**src/rtl/score_display_pkg.sv**
```systemverilog
// Shared constants, types and helpers for the score overlay.
package score_display_pkg;

  localparam int SCORE_GLYPH_W    = 8;
  localparam int SCORE_GLYPH_H    = 16;
  localparam int SCORE_MAX_DIGITS = 3;
  localparam int COLOR_BIT_WIDTH  = 12;
  localparam int SCORE_WIDTH_DEC  = 4 * SCORE_MAX_DIGITS;
  localparam int SCORE_LAT        = 2;

  typedef enum logic {
    FL_IDLE  = 1'b0,
    FL_FLASH = 1'b1
  } flash_state_t;

  // Slot-decode result carried through the first pipeline stage.
  typedef struct packed {
    logic       hit;
    logic [2:0] col;
  } s1_t;

  // Nibble idx of a BCD word; idx 0 is the ones digit.
  function automatic logic [3:0] bcd_nibble(input logic [SCORE_WIDTH_DEC-1:0] v,
                                            input logic [1:0] idx);
    case (idx)
      2'd0:    return v[3:0];
      2'd1:    return v[7:4];
      2'd2:    return v[11:8];
      default: return 4'h0;
    endcase
  endfunction

endpackage

```
**src/rtl/score_display_if.sv**
```systemverilog
// Score/pixel bus between the video timing side and the score overlay.
interface score_display_if #(
  parameter int COLOR_W = score_display_pkg::COLOR_BIT_WIDTH
) ();
  import score_display_pkg::*;

  logic [SCORE_WIDTH_DEC-1:0] score_i;
  logic [1:0]                 score_digit_i;
  logic                       frame_start_i;
  logic                       pix_valid_i;
  logic [9:0]                 pix_x_i;
  logic [9:0]                 pix_y_i;
  logic                       pix_valid_o;
  logic                       pix_on_o;
  logic [COLOR_W-1:0]         pix_color_o;

  modport master (
    output score_i, score_digit_i, frame_start_i, pix_valid_i, pix_x_i, pix_y_i,
    input  pix_valid_o, pix_on_o, pix_color_o
  );

  modport slave (
    input  score_i, score_digit_i, frame_start_i, pix_valid_i, pix_x_i, pix_y_i,
    output pix_valid_o, pix_on_o, pix_color_o
  );

endinterface

```
**src/rtl/score_display_glyph_rom.sv**
```systemverilog
// 10 x 16 x 8 digit font, seven-segment style, one-cycle synchronous read.
// Address is {digit, row}; digits above 9 read as blank rows.
module digit_glyph_rom
  import score_display_pkg::*;
(
  input  logic       clk_vga,
  input  logic       rst,
  input  logic [7:0] addr_i,
  output logic [7:0] data_o
);

  // Segment mask {a,b,c,d,e,f,g} per digit; 0 for illegal BCD.
  function automatic logic [6:0] seg_of(input logic [3:0] d);
    case (d)
      4'd0:    return 7'h7E;
      4'd1:    return 7'h30;
      4'd2:    return 7'h6D;
      4'd3:    return 7'h79;
      4'd4:    return 7'h33;
      4'd5:    return 7'h5B;
      4'd6:    return 7'h5F;
      4'd7:    return 7'h70;
      4'd8:    return 7'h7F;
      4'd9:    return 7'h7B;
      default: return 7'h00;
    endcase
  endfunction

  logic [6:0] seg;
  logic [3:0] row;
  logic [7:0] row_d, data_q;

  // Expand segments into row bands: rows 0 and 15 are blank padding.
  always_comb begin
    seg   = seg_of(addr_i[7:4]);
    row   = addr_i[3:0];
    row_d = 8'h00;
    if (row == 4'd0 || row == 4'd15) row_d = 8'h00;
    else if (row <= 4'd2)  row_d = seg[6] ? 8'h7E : 8'h00;
    else if (row <= 4'd6)  row_d = (seg[1] ? 8'h60 : 8'h00) | (seg[5] ? 8'h06 : 8'h00);
    else if (row <= 4'd8)  row_d = seg[0] ? 8'h7E : 8'h00;
    else if (row <= 4'd12) row_d = (seg[2] ? 8'h60 : 8'h00) | (seg[4] ? 8'h06 : 8'h00);
    else                   row_d = seg[3] ? 8'h7E : 8'h00;
  end

  // Registered read port.
  always_ff @(posedge clk_vga or posedge rst) begin
    if (rst) data_q <= 8'h00;
    else     data_q <= row_d;
  end

  assign data_o = data_q;

endmodule

```
**src/rtl/score_display.sv**
```systemverilog
// Score overlay: per-frame score snapshot, slot decode, glyph lookup,
// flash-after-change colouring. Two-cycle pixel pipeline.
module score_display
  import score_display_pkg::*;
#(
  parameter int unsigned        ORIGIN_X     = 16,
  parameter int unsigned        ORIGIN_Y     = 16,
  parameter int unsigned        DIGIT_GAP    = 2,
  parameter int unsigned        COLOR_W      = COLOR_BIT_WIDTH,
  parameter logic [COLOR_W-1:0] COLOR_FG     = 12'hFFF,
  parameter logic [COLOR_W-1:0] COLOR_FLASH  = 12'hFF0,
  parameter int unsigned        FLASH_FRAMES = 30,
  parameter int unsigned        FLASH_PERIOD = 4
) (
  input  logic             clk_vga,
  input  logic             rst,
  score_display_if.slave   vif
);

  localparam int unsigned SLOT_PITCH = SCORE_GLYPH_W + DIGIT_GAP;
  localparam int unsigned FC_W       = $clog2(FLASH_FRAMES);
  localparam logic [10:0] OX         = 11'(ORIGIN_X);
  localparam logic [10:0] OY         = 11'(ORIGIN_Y);

  // Snapshot registers
  logic [SCORE_WIDTH_DEC-1:0] snap_q, snap_d, prev_q, prev_d;
  logic [1:0]                 nd_q, nd_d;
  logic                       evt_q;
  logic                       changed;

  // Flash FSM
  flash_state_t    state_q, state_d;
  logic [FC_W-1:0] fc_q, fc_d;
  logic [31:0]     phase;
  logic            flash_col;

  // Pixel pipeline
  logic [10:0]          x11, y11, base;
  logic                 in_row, hit_d;
  logic [3:0]           nib_d, row_d;
  logic [2:0]           col_d;
  logic [1:0]           sel;
  logic [7:0]           rom_row;
  s1_t                  s1_q;
  logic [SCORE_LAT:1]   vld_pipe_q;
  logic                 on_d, pix_on_q;
  logic [COLOR_W-1:0]   color_d, pix_color_q;

  assign x11 = {1'b0, vif.pix_x_i};
  assign y11 = {1'b0, vif.pix_y_i};

  // Capture score only at frame start so a frame never tears.
  always_comb begin
    snap_d = snap_q;
    prev_d = prev_q;
    nd_d   = nd_q;
    if (vif.frame_start_i) begin
      prev_d = snap_q;
      snap_d = vif.score_i;
      nd_d   = (vif.score_digit_i == 2'd0) ? 2'd1 : vif.score_digit_i;
    end
  end

  // Snapshot state; evt_q marks the cycle the fresh snapshot is visible.
  always_ff @(posedge clk_vga or posedge rst) begin
    if (rst) begin
      snap_q <= '0;
      prev_q <= '0;
      nd_q   <= 2'd1;
      evt_q  <= 1'b0;
    end else begin
      snap_q <= snap_d;
      prev_q <= prev_d;
      nd_q   <= nd_d;
      evt_q  <= vif.frame_start_i;
    end
  end

  assign changed = evt_q && (snap_q != prev_q);

  // Flash next-state: a change always restarts, even on the expiry frame.
  always_comb begin
    state_d = state_q;
    fc_d    = fc_q;
    case (state_q)
      FL_IDLE: begin
        if (changed) begin
          state_d = FL_FLASH;
          fc_d    = '0;
        end
      end
      FL_FLASH: begin
        if (changed) begin
          fc_d = '0;
        end else if (evt_q) begin
          if (fc_q == FC_W'(FLASH_FRAMES - 1)) begin
            state_d = FL_IDLE;
            fc_d    = '0;
          end else begin
            fc_d = fc_q + 1'b1;
          end
        end
      end
      default: begin
        state_d = FL_IDLE;
        fc_d    = '0;
      end
    endcase
  end

  // Flash state register.
  always_ff @(posedge clk_vga or posedge rst) begin
    if (rst) begin
      state_q <= FL_IDLE;
      fc_q    <= '0;
    end else begin
      state_q <= state_d;
      fc_q    <= fc_d;
    end
  end

  // Alternate colour on even flash phases.
  always_comb begin
    phase     = 32'(fc_q) / FLASH_PERIOD;
    flash_col = (state_q == FL_FLASH) && !phase[0];
  end

  // Slot decode; 11-bit unsigned compares keep x<ORIGIN_X out of every slot.
  always_comb begin
    hit_d  = 1'b0;
    nib_d  = 4'h0;
    col_d  = 3'd0;
    base   = '0;
    sel    = 2'd0;
    row_d  = 4'(y11 - OY);
    in_row = (y11 >= OY) && (y11 < OY + 11'(SCORE_GLYPH_H));
    for (int k = 0; k < SCORE_MAX_DIGITS; k++) begin
      base = OX + 11'(k * SLOT_PITCH);
      if (in_row && (2'(k) < nd_q) && (x11 >= base) && (x11 < base + 11'(SCORE_GLYPH_W))) begin
        hit_d = 1'b1;
        col_d = 3'(x11 - base);
        sel   = nd_q - 2'(k) - 2'd1;
        nib_d = bcd_nibble(snap_q, sel);
      end
    end
  end

  // The ROM read register holds the S1 nibble/row lookup.
  digit_glyph_rom u_rom (
    .clk_vga (clk_vga),
    .rst     (rst),
    .addr_i  ({nib_d, row_d}),
    .data_o  (rom_row)
  );

  // S2 combinational: pick the column bit (bit 7 is leftmost) and colour.
  always_comb begin
    on_d    = s1_q.hit & vld_pipe_q[1] & rom_row[~s1_q.col];
    color_d = on_d ? (flash_col ? COLOR_FLASH : COLOR_FG) : '0;
  end

  // S1 and S2 registers plus valid shift register.
  always_ff @(posedge clk_vga or posedge rst) begin
    if (rst) begin
      s1_q        <= '0;
      vld_pipe_q  <= '0;
      pix_on_q    <= 1'b0;
      pix_color_q <= '0;
    end else begin
      s1_q.hit    <= hit_d;
      s1_q.col    <= col_d;
      vld_pipe_q  <= {vld_pipe_q[SCORE_LAT-1:1], vif.pix_valid_i};
      pix_on_q    <= on_d;
      pix_color_q <= color_d;
    end
  end

  assign vif.pix_valid_o = vld_pipe_q[SCORE_LAT];
  assign vif.pix_on_o    = pix_on_q;
  assign vif.pix_color_o = pix_color_q;

endmodule

```
**src/flat_wrapper.sv**
```systemverilog
// flat-port wrapper written by rule: the top's interface ports become plain ports
module score_display_flat import score_display_pkg::*;
#(
  parameter int unsigned        ORIGIN_X     = 16,
  parameter int unsigned        ORIGIN_Y     = 16,
  parameter int unsigned        DIGIT_GAP    = 2,
  parameter int unsigned        COLOR_W      = COLOR_BIT_WIDTH,
  parameter logic [COLOR_W-1:0] COLOR_FG     = 12'hFFF,
  parameter logic [COLOR_W-1:0] COLOR_FLASH  = 12'hFF0,
  parameter int unsigned        FLASH_FRAMES = 30,
  parameter int unsigned        FLASH_PERIOD = 4
)
  (clk_vga, rst, vif_score_i, vif_score_digit_i, vif_frame_start_i, vif_pix_valid_i, vif_pix_x_i, vif_pix_y_i, vif_pix_valid_o, vif_pix_on_o, vif_pix_color_o);
  score_display_if #(.COLOR_W(COLOR_W)) vif_i ();
  input  logic clk_vga;
  input  logic rst;
  input wire logic [$bits(vif_i.score_i)-1:0] vif_score_i;
  input wire logic [$bits(vif_i.score_digit_i)-1:0] vif_score_digit_i;
  input wire logic [$bits(vif_i.frame_start_i)-1:0] vif_frame_start_i;
  input wire logic [$bits(vif_i.pix_valid_i)-1:0] vif_pix_valid_i;
  input wire logic [$bits(vif_i.pix_x_i)-1:0] vif_pix_x_i;
  input wire logic [$bits(vif_i.pix_y_i)-1:0] vif_pix_y_i;
  output wire logic [$bits(vif_i.pix_valid_o)-1:0] vif_pix_valid_o;
  output wire logic [$bits(vif_i.pix_on_o)-1:0] vif_pix_on_o;
  output wire logic [$bits(vif_i.pix_color_o)-1:0] vif_pix_color_o;
  assign vif_i.score_i = vif_score_i;
  assign vif_i.score_digit_i = vif_score_digit_i;
  assign vif_i.frame_start_i = vif_frame_start_i;
  assign vif_i.pix_valid_i = vif_pix_valid_i;
  assign vif_i.pix_x_i = vif_pix_x_i;
  assign vif_i.pix_y_i = vif_pix_y_i;
  assign vif_pix_valid_o = vif_i.pix_valid_o;
  assign vif_pix_on_o = vif_i.pix_on_o;
  assign vif_pix_color_o = vif_i.pix_color_o;
  score_display #(.ORIGIN_X(ORIGIN_X), .ORIGIN_Y(ORIGIN_Y), .DIGIT_GAP(DIGIT_GAP), .COLOR_W(COLOR_W), .COLOR_FG(COLOR_FG), .COLOR_FLASH(COLOR_FLASH), .FLASH_FRAMES(FLASH_FRAMES), .FLASH_PERIOD(FLASH_PERIOD)) u_core (.clk_vga(clk_vga), .rst(rst), .vif(vif_i));
endmodule
```
**config.mk**
```make
export PLATFORM = sky130hd
export DESIGN_NAME = score_display_flat
export DESIGN_NICKNAME = d
export VERILOG_FILES = /design/src/rtl/score_display_pkg.sv /design/src/rtl/score_display_if.sv /design/src/rtl/score_display_glyph_rom.sv /design/src/rtl/score_display.sv /design/src/flat_wrapper.sv
export SDC_FILE = /design/constraint.sdc
export NUM_CORES = 1
export LEC_CHECK = 0
export ABC_AREA = 0
export CAP_MARGIN = 20
export CORE_MARGIN = 4
export CORE_UTILIZATION = 48
export CTS_CLUSTER_DIAMETER = 200
export DETAILED_ROUTE_END_ITERATION = 12
export HOLD_SLACK_MARGIN = 0.08
export MAX_ROUTING_LAYER = met4
export PLACE_DENSITY = 0.81
export SLEW_MARGIN = 20
export SYNTH_ARGS = -nofsm -noshare
export SYNTH_HDL_FRONTEND = slang
export SYNTH_HIERARCHICAL = 1
export SYNTH_SLANG_ARGS = --single-unit
```
**constraint.sdc**
```tcl
create_clock -name clk_vga -period 3 [get_ports clk_vga]
set_clock_uncertainty 0.15 [all_clocks]
set_input_delay 0.6 -clock clk_vga [delete_from_list [all_inputs] [get_ports clk_vga]]
set_output_delay 0.6 -clock clk_vga [all_outputs]
set_load 0.02 [all_outputs]
```
[Yosys cells after proc, flatten, opt, wreduce, memory -nomap -nowiden]
Memories as Yosys holds them, arrays and structs flattened.
Cells that the tools add are included.
Word-level totals
  bits in registers: 60
  latch bits: 0
  memory bits (writable): 0
  ROM bits: 112
  output and inout bits: 14
  word-level logic and storage cells: 114
  memories: 1
Operators by class
  $add $sub $neg: 9
  multipliers: 0
  divide/modulo/power cells: 0
  order comparisons: 16
  eq/ne operators: 11
  shift-type cells: 0
  muxes and demuxes: 39
  bitwise logic cells: 6
  reduce and logical (&&, ||, !) cells: 20
Memories
  (no name shown): depth 16, bits a word 7, read ports 1, clocked after memory_dff 0, write ports 0, RTL line score_display_glyph_rom.sv:14  | case (d)
Operators with widths (count)
  $mux 7: 10
  $pmux 4 s3: 3
  $ge 10x5->1 const B: 3
  $lt 10x6->1 const B: 3
  $mux 5: 4
  $mux 4: 4
  $mux 3: 5
  $or 7x3->7: 2
  $logic_and 1x1->1: 12
  $mux 12: 1
  $ne 12x12->1: 1
  $ge 10x6->1 const B: 1
  $lt 10x5->1 const B: 1
  $pmux 5 s2: 1
  $le 4x4->1 const B: 2
  $logic_not 2->1: 4
  $mux 1: 8
  $eq 2x1->1 const B: 3
  $eq 2x2->1 const B: 3
  $sub 2x1->2 const B: 3
  $add 5x1->5 const B: 1
  $eq 5x5->1 const B: 1
  $eq 4x4->1 const B: 1
  $le 4x2->1 const B: 1
  21 further kinds: 23

[Logic depth before layout (Yosys ltp)]
Gate-level depths: netlist of run 1.
An unclocked memory read counts as a cell.
  depth in word-level cells: 16
  mapped depth: 13
  gate-level depth less buffers: 13

[Modules after synthesis]
The synthesis of run 1 kept the hierarchy.
By module, submodules not included
  score_display: instances 1, cells an instance 208, area each 2294.7 µm², sequential area each 1027.2 µm²
  digit_glyph_rom: instances 1, cells an instance 68, area each 541.8 µm², sequential area each 75.1 µm²

[Least setup slack after synthesis of run 1]
OpenSTA, ideal clock, no wires.
  kind: in2reg
  from: in vif_pix_x_i[3]
  to: reg u_core.u_rom.data_q[2] (netlist: u_core/u_rom/data_o[2])
  arrival: 2.972 ns
  required time: 2.749 ns
  path slack: -0.223 ns
  stages: 12
  path through: or3b_1 clkbuf_1 o22ai_1 a32oi_1 o22ai_1 inv_1 ha_1 mux2_1 o221ai_1 o311ai_1 nand2b_1 o32ai_1
Between the ends
  word-level cells in the longest chain between the ends: 14
  elaborated cells between the ends (all ways): 28
  classes of those cells: order compare (6); mux (13); bitwise (2); reduce/logical (6); memory (1)
RTL lines
  start: declaration: RTL line flat_wrapper.sv:21  | input wire logic [$bits(vif_i.pix_x_i)-1:0] vif_pix_x_i;
  $ge 10x5->1: RTL line score_display.sv:139  | if (in_row && (2'(k) < nd_q) && (x11 >= base) && (x11 < base + 11'(SCORE_GLYPH_W))) begin
  $logic_and 1x1->1 (2 in a row): RTL line score_display.sv:139
  $mux 4 (2 in a row): RTL line score_display.sv:139
  $mux 4 (*): RTL line score_display.sv:139
  named net u_core.nib_d[1]: RTL line score_display.sv:40  | logic [3:0] nib_d, row_d;
  $mem_v2 16x7 (*)
  $mux 3: RTL line score_display_glyph_rom.sv:42  | else if (row <= 4'd12) row_d = (seg[2] ? 8'h60 : 8'h00) | (seg[4] ? 8'h06 : 8'h00);
  $or 7x3->7: RTL line score_display_glyph_rom.sv:42
  $mux 7: RTL line score_display_glyph_rom.sv:42
  $mux 7: RTL line score_display_glyph_rom.sv:41  | else if (row <= 4'd8) row_d = seg[0] ? 8'h7E : 8'h00;
  $mux 7: RTL line score_display_glyph_rom.sv:40  | else if (row <= 4'd6) row_d = (seg[1] ? 8'h60 : 8'h00) | (seg[5] ? 8'h06 : 8'h00);
  $mux 7 (*): RTL line score_display_glyph_rom.sv:39  | else if (row <= 4'd2) row_d = seg[6] ? 8'h7E : 8'h00;
  $mux 7 (*): RTL line score_display_glyph_rom.sv:38  | if (row == 4'd0 || row == 4'd15) row_d = 8'h00;
  end signal: assignment: RTL line score_display_glyph_rom.sv:49  | else data_q <= row_d;
  end: declaration: RTL line score_display_glyph_rom.sv:31  | logic [7:0] row_d, data_q;
The timed path passes the listed nets; every way through them passes the cells marked *.
A chain may end at the register's enable or synchronous reset.

[Worst setup path in the final report of run 1]
  from: reg u_core.nd_q[0]
  to: reg u_core.u_rom.data_q[2] (netlist: u_core/u_rom/data_o[2])
Between the ends
  word-level cells in the longest chain between the ends: 15
  elaborated cells between the ends (all ways): 44
  classes of those cells: add/sub (4); order compare (3); eq/ne (6); mux (16); bitwise (2); reduce/logical (12); memory (1)
RTL lines
  start: declaration: RTL line score_display.sv:27  | logic [1:0] nd_q, nd_d;
  start signal: assignment: RTL line score_display.sv:74  | nd_q <= nd_d;
  parallel branches: the longest is 6 deep, another holds $sub 2x1->2
  $mux 4 (*): RTL line score_display.sv:139
  named net u_core.nib_d[1]: RTL line score_display.sv:40
  $mem_v2 16x7 (*)
  $mux 3: RTL line score_display_glyph_rom.sv:42
  $or 7x3->7: RTL line score_display_glyph_rom.sv:42
  $mux 7: RTL line score_display_glyph_rom.sv:42
  $mux 7: RTL line score_display_glyph_rom.sv:41
  $mux 7: RTL line score_display_glyph_rom.sv:40
  $mux 7 (*): RTL line score_display_glyph_rom.sv:39
  $mux 7 (*): RTL line score_display_glyph_rom.sv:38
Mark *: on every way through the listed nets, which the timed path passes.

==> metrics.md, run 1 <==
| Metric | Value |
|---|---|
| Status | `finished, violations left` |
| GR Layer Usage met3 | `3.786%` |
| Max VDD drop | `0.3226 mV` |
| Combinational Power Share | `22.1%` |
| Kind of critical path | `flip-flop to flip-flop` |
| Hold-fix buffers, CTS | `0` |
| Drt drc | `0` |
| Slew headroom | `66.49%` |
| Final nets | `396` |
| Yosys warns | `6` |
| Worst-Skew Late Latency | `0.30 ns` |
| First-pass GRT wire length | `10,410 um` |
| Async set-reset flop share out of synthesis | `100.0%` |
| Initial DRC count | `117` |
| Share of cells above drive strength 1 | `37.89%` |
| Clk buf depth | `2` |
| Max Clk Rate | `323.3 MHz` |
| Effective utilization at floorplan | `50.58%` |
| Gpl congestion | `0.8488` |
| Die width | `84.87 um` |
| Failing checks | `negative setup slack` |
| Total GRT Usage | `18.26%` |
| Final min period | `3.093 ns` |
| TritonCTS Buffers | `5` |
| First-pass iteration count of the detailed router | `5` |
| GRT met2 Usage | `31.74%` |
| Max Transition Viols Final | `0` |
| Num rows | `27` |
| Gr busiest metal | `met2` |
| Gr ovfl total | `0` |
| Antenna violations before repair | `0` |
| DIE HEIGHT | `84.87 um` |
| Data required time of the critical path | `3.06 ns` |
| Final std cells w/o fill | `423` |
| Worst Hold Class | `flip-flop to flip-flop` |
| Post-synth EDFFs | `0` |
| Worst slew pin tran | `0.5027 ns` |
| Power Internal | `0.001077 W` |
| R2r endpoint | `u_core/u_rom/data_o[2]$_DFF_PP0_` |
| Reg-to-reg slack, setup | `-0.09 ns` |
| Io pins | `52` |
| GR Util met1 | `20.32%` |
| Total core area | `5608 sq um` |
| Leakage | `1.656 nW` |
| PortBufs | `51` |
| CTS root buf | `clkbuf_8` |
| Setup ws final | `-0.09328 ns` |
| Synth-to-layout area growth | `38.55%` |
| Worst path max stage delay | `0.60 ns` |
| Number of hold violations in the final report | `0` |
| Yosys cell types | `54` |
| Die area | `7203 sq um` |
| Vias | `2,367` |
| Antenna Cells | `0` |
| Routed Antenna Nets | `0` |
| Setup crit end kind | `flip-flop` |
| Seq/Total Area, Yosys | `38.86%` |
| H-tree depth | `2` |
| CP max-delay cell | `dfstp_2` |
| Clk network pwr share | `30.5%` |
| Post-Syn Area | `2836 sq um` |
| Vias in the first global route | `2,375` |
| Post-DR wirelength/cell | `15.53 um` |
| RSZ-0062 raised after global routing | `true` |
| Final Setup Violations | `2` |
| Hold path cells | `0` |
| Register bit total from synthesis | `44` |
| HPWL Detailed | `4701 um` |
| Net Sw Frac | `26.56%` |
| Final core occ | `70.08%` |
| Synth Instances | `276` |
| Syn_area_per_cell | `10.28 sq um` |
| Clock sinks | `44` |
| Reg clk slew, reported paths | `0.08 ns` |
| Reg2Reg Depth | `11` |
| Placed cells | `400` |
| Cell Pwr Density | `373.2 nW/um^2` |
| Critical path peak fanout | `8` |
| Min-delay src | `u_core/vld_pipe_q[1]$_DFF_PP0_` |
| CP Launch Type | `flip-flop` |
| Crit-path cells | `buf_6 > mux2_2 > a22oi_1 > o22ai_2 > ha_1 > or3b_4 > o221a_4 > a211oi_4 > buf_4 > nand2b_4 > o32ai_2` |
| Largest net degree at the start of global routing | `42` |
| CTS tree | `yes` |
| Vias/cell | `5.596` |
| Layout filler cell count | `422` |
| Tcrit/Tclk final | `103.1%` |
| Flop pwr share | `47.4%` |
| R2R Path Start | `u_core/nd_q[0]$_DFFE_PP1P_` |
| Post-synth top flop | `dfrtp_1` |
| Final total power | `0.001467 W` |
| Hold EP | `u_core/vld_pipe_q[2]$_DFF_PP0_` |
| Routed Wire Length | `6569 um` |
| Worst Path Arrival | `3.15 ns` |
| Net Switching | `0.0003896 W` |
| Max_cap viols | `0` |
## cell families (layout without fill, tap and decap cells)
group | count (synthesis) | in the layout | synth area share [%]
compound gates | 60 | 60 | 15.26
xor+xnor | 14 | 14 | 4.323
fa+ha+maj | 8 | 8 | 3.529
buf+inv | 41 | 115 | 7.984
flops | 44 | 44 | 38.86
mux | 40 | 40 | 16.32
other cells | 1 | 2 | 0.1322
simple gates | 68 | 68 | 13.59
## cell type report
type                            count  area [sq um]  area share, %
Clock buffer                        5         68.82          1.751
Sequential cell                    44          1104          28.08
Inverter                           12         45.04          1.146
Clock inverter                      3         42.54          1.082
Tap cell                           72         90.09          2.292
Multi-Input combinational cell    192          1732          44.06
Timing Repair Buffer               95         848.3          21.59
## cell usage after synthesis, types with 2 or more instances
master / n / area (sq um)
dfrtp_1: 43 / 1076
mux2_2: 29 / 326.6
nor2_1: 19 / 71.32
buf_4: 16 / 120.1
a21oi_1: 14 / 70.07
xnor2_1: 14 / 122.6
inv_1: 12 / 45.04
nand2_1: 12 / 45.04
o21ai_0: 11 / 55.05
ha_1: 8 / 100.1
mux2i_1: 8 / 80.08
o22ai_1: 8 / 50.05
clkbuf_1: 7 / 26.28
nand2b_1: 5 / 31.28
nand4_1: 5 / 31.28
nor3_1: 5 / 25.02
a22oi_1: 4 / 30.03
a31oi_1: 4 / 25.02
buf_2: 4 / 20.02
nand3_1: 4 / 20.02
a211oi_1: 3 / 22.52
a32oi_1: 3 / 26.28
mux4_2: 2 / 45.04
nand4b_1: 2 / 17.52
nor2b_1: 2 / 12.51
nor4b_1: 2 / 17.52
o32ai_1: 2 / 17.52
or3b_1: 2 / 17.52
## sequential cells by signal, summed over array words and instances, names as in the netlist, 2 cells and up
name,count
u_core/u_rom/data_o,3
u_core/snap_q,12
u_core/nd_q,2
u_core/fc_q,5
u_core/vif.pix_color_o,2
u_core/prev_q,12
u_core/vld_pipe_q,2
u_core/s1_q,4
## critical path, delay by kind of cell, from the launching register on
| family | cells | cell delay (ns) |
|---|---|---|
| simple gates | 2 | 0.46 |
| fa+ha+maj | 1 | 0.20 |
| compound gates | 5 | 0.92 |
| flops | 1 | 0.60 |
| mux | 1 | 0.34 |
| buf+inv | 2 | 0.32 |
## worst max-delay path by stage
stage | cells after the start | slack, ns | endpoint | from
4_1_cts | 13 | 0.003 | u_core/u_rom/data_o[2]$_DFF_PP0_ | u_core/nd_q[0]$_DFFE_PP1P_
2_1_floorplan | 12 | 0.01 | u_core/u_rom/data_o[2]$_DFF_PP0_ | vif_pix_x_i[3]
6_report | 11 | -0.09 | u_core/u_rom/data_o[2]$_DFF_PP0_ | u_core/nd_q[0]$_DFFE_PP1P_
3_5_place_dp | 13 | -0.64 | u_core/u_rom/data_o[5]$_DFF_PP0_ | vif_pix_x_i[1]
5_1_grt | 11 | -0.18 | u_core/u_rom/data_o[5]$_DFF_PP0_ | u_core/nd_q[0]$_DFFE_PP1P_
3_3_place_gp | 13 | -0.52 | u_core/u_rom/data_o[2]$_DFF_PP0_ | vif_pix_x_i[1]
## stage by stage
stage,hold WS (ns),TNS (ns),setup slack (ns),cell area [sq um]
2_1_floorplan,0.2035,0,0.01083,2861
3_3_place_gp,0.2060,-1.466,-0.5188,3497
3_5_place_dp,0.2275,-1.826,-0.6416,3497
4_1_cts,0.2508,0,0.002951,3752
5_1_grt,0.2645,-0.4476,-0.1825,3930
6_report,0.2494,-0.1865,-0.09328,3930
## layer usage
layer	vias to the layer above	wire length, um
met5	-	0
met1	1143	2616
met3	16	346
li1	1128	-
met4	0	153
met2	80	3452
## cell usage in the layout (no fill, tap or decap), types with 4 or more instances in the layout
master           instances
dfrtp_1                 42
buf_4                   37
clkdlybuf4s50_1         35
mux2_2                  28
nor2_1                  15
nand2_1                 12
xnor2_1                 12
a21oi_1                 10
inv_1                   10
mux2i_1                  8
o21ai_0                  7
ha_1                     7
buf_6                    7
clkbuf_2                 6
dlymetal6s2s_1           6
clkbuf_8                 5
nand4_1                  5
o22ai_1                  5
nor3_1                   5
a21oi_2                  4
nand3_1                  4
a31oi_1                  4
## power by group through the flow
stage / Sequential, W / Combinational (W) / Clock [W]
after CTS: 0.000693 / 0.000299 / 0.000457
after global placement: 0.000701 / 0.000278 / 0
after detailed placement: 0.000705 / 0.000285 / 0
final: 0.000696 / 0.000324 / 0.000447
after floorplan: 0.000690 / 0.000191 / 0
after global routing: 0.000705 / 0.000353 / 0.000484
## timing repair
action | CTS | global route
buffers inserted | 6 | 10
pin swaps | 12 | 21
setup endpoints to repair | 3 | 3
resized for setup | 29 | 50
endpoints found under the hold margin | 0 | 0
No activity file was read; power rests on OpenSTA's default activity.
==> run 2: changes to the inputs <==
SYNTH_HIERARCHICAL = default   (was 1)
==> run 2 against run 1 <==
The flow still finishes with violations (negative setup slack). Clock-buffer cell count is 2 higher. Cell count up 8.0%. Power increased by 1.1%. Clock power rose by 8.3%. Utilization decreased by 1.3 points. Sequential cell count did not move. Largest cell class unchanged.
==> metrics.md, run 2 <==
| Metric | Value |
|---|---|
| Net Sw Frac | `25.46%` |
| Antenna Cells | `0` |
| Crit-path cells | `buf_6 > or4_4 > or4_4 > buf_4 > nor2_4 > a221oi_2 > or2_4 > buf_4 > ha_1 > inv_1 > o211ai_1 > and3_4 > a41oi_2` |
| Final Setup Violations | `3` |
| Io pins | `52` |
| Post-synth EDFFs | `0` |
| Critical path peak fanout | `3` |
| Num rows | `28` |
| Effective utilization at floorplan | `49.40%` |
| Status | `finished, violations left` |
| Synth Instances | `292` |
| First-pass iteration count of the detailed router | `4` |
| Register bit total from synthesis | `44` |
| Top-area cell type share of the netlist area | `37.01%` |
| Kind of critical path | `primary input to flip-flop` |
| Most frequent cells in the layout | `buf_4, dfrtp_1, clkdlybuf4s50_1` |
| Post-DR wirelength/cell | `15.77 um` |
| DIE HEIGHT | `85.83 um` |
| Final min period | `3.393 ns` |
| H-tree depth | `2` |
| TritonCTS Buffers | `5` |
| Worst Path Arrival | `3.41 ns` |
| CP Launch Type | `primary input` |
| Flop pwr share | `47.0%` |
| Final instance area | `4048 sq um` |
| First-pass GRT wire length | `12,010 um` |
| Drt drc | `0` |
| Setup ws final | `-0.3926 ns` |
| RSZ-0062 raised after global routing | `true` |
| Max_cap viols | `0` |
| Synth area leaders | `dfrtp_1, mux2_2, xnor2_1` |
| Gpl congestion | `0.9633` |
| Clock sinks | `44` |
| Vias in the first global route | `2,587` |
| Routed Wire Length | `7206 um` |
| Total GRT Usage | `20.99%` |
| Worst Hold Class | `flip-flop to flip-flop` |
| Net Switching | `0.0003775 W` |
| Most frequent cell after synthesis | `dfrtp_1` |
| Hold-fix buffers, CTS | `0` |
| Number of hold violations in the final report | `0` |
| Post-synth top cells | `dfrtp_1, mux2_2, nor2_1, nand2_1` |
| Vias/cell | `5.595` |
| Clk network pwr share | `32.6%` |
| Antenna violations before repair | `0` |
| Die area | `7367 sq um` |
| Syn_area_per_cell | `9.958 sq um` |
| Worst-Skew Late Latency | `0.29 ns` |
| Combinational Power Share | `20.3%` |
| Clk buf depth | `2` |
| Power Internal | `0.001105 W` |
| Die width | `85.83 um` |
| Seq/Total Area, Yosys | `37.91%` |
| Leading cell type in the layout, fill and taps excluded | `buf_4` |
| Routed Antenna Nets | `0` |
| PortBufs | `51` |
| Post-Syn Area | `2908 sq um` |
| CTS root buf | `clkbuf_8` |
| Gr ovfl total | `0` |
| Yosys warns | `0` |
| Async set-reset flop share out of synthesis | `100.0%` |
| Leakage | `1.721 nW` |
| Synth area leader | `dfrtp_1` |
| Max Transition Viols Final | `0` |
| Worst path max stage delay | `0.55 ns` |
| Slew headroom | `63.83%` |
| Vias | `2,557` |
| CP delay by family, top | `simple AND/OR/NAND/NOR gates` |
| Synth-to-layout area growth | `39.20%` |
| Setup crit end kind | `flip-flop` |
| Cell Pwr Density | `366.4 nW/um^2` |
| Failing checks | `negative setup slack` |
| Total core area | `5886 sq um` |
| CP bufs+invs | `4` |
| Max Clk Rate | `294.8 MHz` |
| CP max-delay cell | `or4_4` |
| DP Worst Slack | `-0.9765 ns` |
| Syn nets | `339` |
| CTS tree | `yes` |
| Worst hold margin | `0.2472 ns` |
| Data required time of the critical path | `3.01 ns` |
| Share of cells above drive strength 1 | `35.86%` |
| Tcrit/Tclk final | `113.1%` |
| Reg clk slew, reported paths | `0.07 ns` |
| Largest registers | `u_core.prev_q x12, u_core.snap_q x12, u_core.fc_q x5` |
| HPWL Detailed | `5473 um` |
| Initial DRC count | `188` |
| Worst slew pin tran | `0.5426 ns` |
| Final nets | `428` |
| Post-synth top flop | `dfrtp_1` |
| Yosys cell types | `60` |
| Largest net degree at the start of global routing | `45` |
| Placed Area | `3724 sq um` |
| Max VDD drop | `0.3318 mV` |
[run 2: metal layers]
layer	up-vias	global-route usage [%]	routed length, um
met3	8	4.035	334
met4	0	5.755	82
met1	1240	24.36	3027
met5	-	-	0
li1	1240	-	-
met2	69	37.01	3762
[run 2: power groups by stage]
stage | clock network, W | registers [W] | logic, W
CTS | 0.000494 | 0.000698 | 0.000297
detailed placement | 0 | 0.000710 | 0.000294
finish | 0.000484 | 0.000698 | 0.000302
global route | 0.000527 | 0.000706 | 0.000330
floorplan | 0 | 0.000694 | 0.000186
global placement | 0 | 0.000706 | 0.000285
[run 2: metrics by stage]
stage | setup TNS [ns] | power [W] | std cells | util [%]
6_report | -1.148 | 0.001483 | 457 | 68.77
3_5_place_dp | -2.883 | 0.001004 | 437 | 63.27
2_1_floorplan | -1.526 | 0.0008798 | 292 | -
5_1_grt | -1.370 | 0.001564 | 457 | 68.77
4_1_cts | -1.179 | 0.001488 | 453 | 66.99
3_3_place_gp | -2.554 | 0.0009903 | 437 | 63.27
[run 2: area by class of cell]
cell class / instances / area (sq um)
timing repair buffer: 103 / 880.8
inverter: 14 / 55.05
clock buffer: 7 / 96.34
fill: 466 / 1838
multi-input combinational: 213 / 1789
clock inverter: 1 / 30.03
tap: 75 / 93.84
sequential: 44 / 1102
[run 2: worst paths after layout]
kind	startpoint	endpoint	slack [ns]	depth (start not counted)
worst max register to register	u_core.nd_q[0]$_DFFE_PP1P_	u_core.u_rom.data_o[2]$_DFF_PP0_	-0.06	12
min in group asynchronous	rst	u_core.s1_q[2]$_DFF_PP0_	0.60	3
max in group asynchronous	rst	u_core.nd_q[0]$_DFFE_PP1P_	1.72	3
worst max-delay path	vif_pix_x_i[6]	u_core.u_rom.data_o[2]$_DFF_PP0_	-0.39	13
worst min register to register	u_core.vld_pipe_q[1]$_DFF_PP0_	u_core.vld_pipe_q[2]$_DFF_PP0_	0.25	0
worst min-delay path	u_core.vld_pipe_q[1]$_DFF_PP0_	u_core.vld_pipe_q[2]$_DFF_PP0_	0.25	0
[run 2: kinds of logic (layout without fill, tap and decap cells)]
kind of cell / count (synthesis) / in the layout / share of synthesized area (%)
AND/OR/NAND/NOR: 82 / 82 / 15.53
adder cells (fa/ha/maj): 9 / 9 / 3.873
buffers and inverters: 35 / 125 / 5.981
XOR/XNOR: 17 / 17 / 5.120
multiplexers: 33 / 33 / 12.52
flip-flops: 44 / 44 / 37.91
AO/OA/AOI/OAI: 72 / 72 / 19.06
[run 2: what timing repair did]
action / CTS / global route
setup buffers: 8 / 4
setup endpoints to repair: 3 / 3
resized for setup: 44 / 25
pin swaps: 13 / 21
[run 2: worst reg2reg max path: stages (launching register included)]
cell	delay (ns)
dfstp_2	0.56
nand4b_1	0.15
or4_4	0.45
buf_4	0.16
nor2_4	0.11
a221oi_2	0.05
or2_4	0.29
buf_4	0.15
ha_1	0.28
inv_1	0.05
o211ai_1	0.19
and3_4	0.25
a41oi_2	0.09
